**config.mk**
```make
export PLATFORM = sky130hd
export DESIGN_NAME = serial_nibble_receiver
export DESIGN_NICKNAME = d
export VERILOG_FILES = /design/src/rtl/serial_rx_pkg.sv /design/src/rtl/serial_bit_counter.sv /design/src/rtl/serial_nibble_receiver.sv
export SDC_FILE = /design/constraint.sdc
export NUM_CORES = 1
export LEC_CHECK = 0
export ABC_CLOCK_PERIOD_IN_PS = 1900
export CORE_UTILIZATION = 25
export DETAILED_ROUTE_END_ITERATION = 12
export HOLD_SLACK_MARGIN = 0.12
export PLACE_DENSITY = 0.42
export SLEW_MARGIN = 20
export SYNTH_ARGS = -nofsm -noshare
export SYNTH_HDL_FRONTEND = slang
export SYNTH_SLANG_ARGS = --single-unit
```
**constraint.sdc**
```tcl
create_clock -name clockpulse -period 1.9 [get_ports clockpulse]
set_clock_uncertainty 0.15 [all_clocks]
set_input_delay 0.19 -clock clockpulse [delete_from_list [all_inputs] [get_ports clockpulse]]
set_output_delay 0.19 -clock clockpulse [all_outputs]
set_load 0.02 [all_outputs]
```
**src/rtl/serial_rx_pkg.sv**
```systemverilog
// Shared types and defaults for the serial nibble receiver.
// The optional parity stage is selected by SERIAL_NIBBLE_RECEIVER_PARITY_EN.
package serial_rx_pkg;

    typedef enum logic [1:0] {
        ST_IDLE   = 2'd0,
        ST_SHIFT  = 2'd1,
        ST_PARITY = 2'd2
    } rx_state_t;

    localparam int         DEF_WIDTH   = 4;
    localparam logic [3:0] DEF_PATTERN = 4'b0011;

    // Bit counter width, wide enough to hold the value WIDTH itself.
    function automatic int cnt_w(input int width);
        return $clog2(width + 1);
    endfunction

endpackage

```
**src/rtl/serial_bit_counter.sv**
```systemverilog
// Frame bit counter for the serial receiver. o_term flags that the next
// increment brings the count to WIDTH, i.e. the bit now on the line is the last.
module serial_bit_counter
    import serial_rx_pkg::*;
#(
    parameter int WIDTH = DEF_WIDTH
) (
    input  logic i_clk,
    input  logic i_clear,
    input  logic i_load_one,
    input  logic i_inc,
    output logic o_term
);

    localparam int CW = cnt_w(WIDTH);

    logic [CW-1:0] r_count;

    always_ff @(posedge i_clk) begin
        if (i_clear) begin
            r_count <= '0;
        end else if (i_load_one) begin
            r_count <= CW'(1);
        end else if (i_inc) begin
            r_count <= r_count + CW'(1);
        end
    end

    assign o_term = (r_count == CW'(WIDTH - 1));

endmodule

```
**src/rtl/serial_nibble_receiver.sv**
```systemverilog
// Serial-to-parallel receiver with one-entry valid/ready output buffer.
// Define SERIAL_NIBBLE_RECEIVER_PARITY_EN to add an even-parity bit after each frame.
module serial_nibble_receiver
    import serial_rx_pkg::*;
#(
    parameter int               WIDTH   = DEF_WIDTH,
    parameter logic [WIDTH-1:0] PATTERN = WIDTH'(DEF_PATTERN)
) (
    input  logic             clockpulse,
    input  logic             clear,
    input  logic             serialIn,
    input  logic             frameStart,
    input  logic             outReady,
    output logic [WIDTH-1:0] outData,
    output logic             outValid,
    output logic             match,
    output logic             overrun,
    output logic             parityError
);

    // Without parity the last bit goes straight from serialIn into the buffer,
    // so the accumulator only needs to hold the leading WIDTH-1 bits.
`ifdef SERIAL_NIBBLE_RECEIVER_PARITY_EN
    localparam int ACC_W = WIDTH;
`else
    localparam int ACC_W = WIDTH - 1;
`endif

    rx_state_t        r_state;
    rx_state_t        w_state_nx;
    logic [ACC_W-1:0] r_acc;
    logic [WIDTH-1:0] r_data;
    logic             r_valid;
    logic             r_match;
    logic             r_overrun;
    logic [WIDTH-1:0] w_word;
    logic [WIDTH-1:0] w_out_word;
    logic             w_load_one;
    logic             w_inc;
    logic             w_term;
    logic             w_done;
`ifdef SERIAL_NIBBLE_RECEIVER_PARITY_EN
    logic             w_perr_set;
    logic             r_parity_err;
`endif

    serial_bit_counter #(
        .WIDTH (WIDTH)
    ) u_bit_counter (
        .i_clk      (clockpulse),
        .i_clear    (clear),
        .i_load_one (w_load_one),
        .i_inc      (w_inc),
        .o_term     (w_term)
    );

    assign w_word = {r_acc[WIDTH-2:0], serialIn};

`ifdef SERIAL_NIBBLE_RECEIVER_PARITY_EN
    assign w_out_word = r_acc[WIDTH-1:0];
`else
    assign w_out_word = w_word;
`endif

    always_ff @(posedge clockpulse) begin
        if (clear) begin
            r_state <= ST_IDLE;
        end else begin
            r_state <= w_state_nx;
        end
    end

    always_comb begin
        w_state_nx = r_state;
        w_load_one = 1'b0;
        w_inc      = 1'b0;
        w_done     = 1'b0;
`ifdef SERIAL_NIBBLE_RECEIVER_PARITY_EN
        w_perr_set = 1'b0;
`endif
        case (r_state)
            ST_IDLE: begin
                if (frameStart) begin
                    w_load_one = 1'b1;
                    w_state_nx = ST_SHIFT;
                end
            end
            ST_SHIFT: begin
                if (frameStart) begin
                    w_load_one = 1'b1;
                end else begin
                    w_inc = 1'b1;
                    if (w_term) begin
`ifdef SERIAL_NIBBLE_RECEIVER_PARITY_EN
                        w_state_nx = ST_PARITY;
`else
                        w_state_nx = ST_IDLE;
                        w_done     = 1'b1;
`endif
                    end
                end
            end
`ifdef SERIAL_NIBBLE_RECEIVER_PARITY_EN
            ST_PARITY: begin
                if (frameStart) begin
                    w_load_one = 1'b1;
                    w_state_nx = ST_SHIFT;
                end else begin
                    w_state_nx = ST_IDLE;
                    if (^{r_acc, serialIn}) begin
                        w_perr_set = 1'b1;
                    end else begin
                        w_done = 1'b1;
                    end
                end
            end
`endif
            default: begin
                w_state_nx = ST_IDLE;
            end
        endcase
    end

    always_ff @(posedge clockpulse) begin
        if (clear) begin
            r_acc <= '0;
        end else if (w_load_one) begin
            r_acc <= ACC_W'(serialIn);
        end else if (w_inc) begin
            r_acc <= w_word[ACC_W-1:0];
        end
    end

    // A completed word loads if the slot is free or is being drained this edge.
    always_ff @(posedge clockpulse) begin
        if (clear) begin
            r_data    <= '0;
            r_valid   <= 1'b0;
            r_match   <= 1'b0;
            r_overrun <= 1'b0;
        end else begin
            r_match <= 1'b0;
            if (w_done && (!r_valid || outReady)) begin
                r_data  <= w_out_word;
                r_valid <= 1'b1;
                r_match <= (w_out_word == PATTERN);
            end else begin
                if (w_done) begin
                    r_overrun <= 1'b1;
                end else if (r_valid && outReady) begin
                    r_valid <= 1'b0;
                end
            end
        end
    end

`ifdef SERIAL_NIBBLE_RECEIVER_PARITY_EN
    always_ff @(posedge clockpulse) begin
        if (clear) begin
            r_parity_err <= 1'b0;
        end else if (w_perr_set) begin
            r_parity_err <= 1'b1;
        end
    end
    assign parityError = r_parity_err;
`else
    assign parityError = 1'b0;
`endif

    assign outData  = r_data;
    assign outValid = r_valid;
    assign match    = r_match;
    assign overrun  = r_overrun;

endmodule

```
==> impl_metrics.toml <==
[outcome]
status = "complete, no violations"

[drt]
firstDrtPassIters = 2
post_drt_wl_per_cell_um = 10.2
drc = 0
drtIter0Drc = 6
vias = 433
avgViaCountPerCell = 4.25
drt-total-wl_mm = 1.04
antenna_left = 0

[sta]
tns_ns = 0
hold_viol = 0
min_period_ns = 1.55
rsz0062_at_grt = "false"
fin_crit_sh = 0.814
finalSetupViolations = 0
slew_violations = 0
max_freq_mhz = 646

[setup_path]
worstPathCellList = "clkdlybuf4s50_1"
critical_path_arrival_ns = 1.21
cp_slowest_cell = "clkdlybuf4s50_1"
cp-start-kind = "flop"
critPathKind = "flop to primary output"
worst-path-buf-inv = 1
critPathCaptureType = "primary output"
cpPeakStageDelay_ns = 0.60
critical-path-top-delay-family = "buffers and inverters"
path_max_fanout = 2
cp.required_ns = 1.56

[grt]
grt_max_degree = 9
antenna_found_initial = 0
grt_usage = 0.0964
gr-total-overflow = 0
grt_pass1_wl_mm = 1.84
grt_pass1_vias = 430

[clock_network]
cts-hold-fix-buffers = 0
htree_num_levels = 1
cts-root-buf = "clkbuf_4"
clkLatencyLatePin_ns = 0.27
tritoncts = "yes"
clock-sinks = 14
cts-resized-gates = 0
clk_pin_slew_ns = 0.08
cts_made_buffers = 3
post_cts_buffers = 0
cts_buffer_depth = 2

[yosys]
synth_top_area_frac = 0.459
synth_area_per_cell_um2 = 10.2
synth.cell_area_um2 = 611
synth_seq_area_share = 0.459
synthCells = 60
synth_top_cell_by_area = "dfxtp_1"
synth_nets = 67
yosysWarningCount = 0
ys_ff_latch = 14
synthTopCellsByArea = "dfxtp_1, mux2i_1, nand2b_1"
synth_cell_types = 23

[flow_run]
drv_cap = 0

[floorplan]
die-area_um2 = 2640
num_io_pins = 13
core_area_um2 = 2250
start_util = 0.271
die_w_um = 51.4
row_count = 17
die_h_um = 51.4

[place]
gp_congestion = 0.677
hpwl_um = 790
io_buffers = 11
dp.cells = 99
place_area_um2 = 758

[final_layout]
fin_cells = 102
stdcell_area_um2 = 781
num_antenna_cells = 0
drive_gt1_frac = 0.149
nets = 83
area_delta_synth_final_pct = 27.9

[power]
leakage_uw = 0.000296
peakVddDrop_mv = 0.277
power_density_nw_per_um2 = 665

[hold_path]
hold_class = "flop to flop"
[worst paths after layout]
check / slack, ns / startpoint / to / depth (start not counted)
worst max-delay path: 0.35 / overrun / overrun / 1
worst min-delay path: 0.33 / outData[3] / outData[3] / 2
worst max register to register: 0.43 / u_bit_counter.r_count[0] / outData[3] / 5
worst min register to register: 0.33 / outData[3] / outData[3] / 2
[sequential cells by signal, summed over array words and instances (netlist names)]
register               cells
outData                    4
r_acc                      3
u_bit_counter.r_count      3
match                      1
outValid                   1
overrun                    1
r_state                    1
[metal layers]
layer	share of wire	routed length [µm]	global-route usage
met1	0.55	576	0.131
met2	0.39	410	0.128
met3	0.037	38	0.0268
met4	0.013	14	0.0676
met5	0	0	0
[synth_stat cells]
master	count
o21ai_0	1
dfxtp_1	14
buf_2	1
and2b_2	1
buf_4	2
nor2_1	5
nand2b_1	9
inv_2	1
nand2_1	1
a31oi_1	1
ha_1	2
xnor2_1	1
nand3b_4	1
a21oi_1	3
nand3_1	1
a41oi_1	1
nor4_1	1
nor3_1	3
mux2i_1	7
inv_1	1
a2111oi_2	1
conb_1	1
nor2_4	1
[cell type report]
class                           instances  area (µm²)
Multi-Input combinational cell         41         303
Inverter                                2        7.51
Fill cell                             244        1470
Clock buffer                            3        22.5
Timing Repair Buffer                   14         133
Tap cell                               28        35.0
Sequential cell                        14         280
[through the flow]
step	power, µW	hold slack (ns)	utilization	setup WS, ns
after detailed placement	367	0.310	0.336	0.297
after global routing	554	0.343	0.346	0.285
after global placement	366	0.319	0.336	0.284
after CTS	533	0.332	0.346	0.335
after floorplan	347	0.119	-	0.553
final	520	0.325	0.346	0.353
[logic make-up (layout without fill, tap and decap cells)]
logic type / Yosys count / in the layout / synth area share
flops: 14 / 14 / 0.459
fa+ha+maj: 2 / 2 / 0.0410
mux: 7 / 7 / 0.115
simple gates: 23 / 23 / 0.238
buf+inv: 5 / 19 / 0.0451
other cells: 1 / 1 / 0.00614
compound gates: 7 / 7 / 0.0820
xor+xnor: 1 / 1 / 0.0143
[power breakdown]
| group | switching [µW] | internal, µW | total (µW) |
|---|---|---|---|
| clock | 87.2 | 73.2 | 160 |
| sequential | 7.12 | 300 | 307 |
| combinational | 24.7 | 27.3 | 52.0 |
| total | 119 | 401 | 520 |
[cells in the final DEF, fill, tap and decap left out, drive strengths merged, types with 2 or more instances in the layout]
cell type	netlist	layout
a21oi	3	3
buf	3	3
clkbuf	0	3
clkdlybuf4s50	0	11
dfxtp	14	14
ha	2	2
inv	2	2
mux2i	7	7
nand2b	9	9
nor2	6	6
nor3	3	3
No activity file was read; power rests on OpenSTA's default activity.
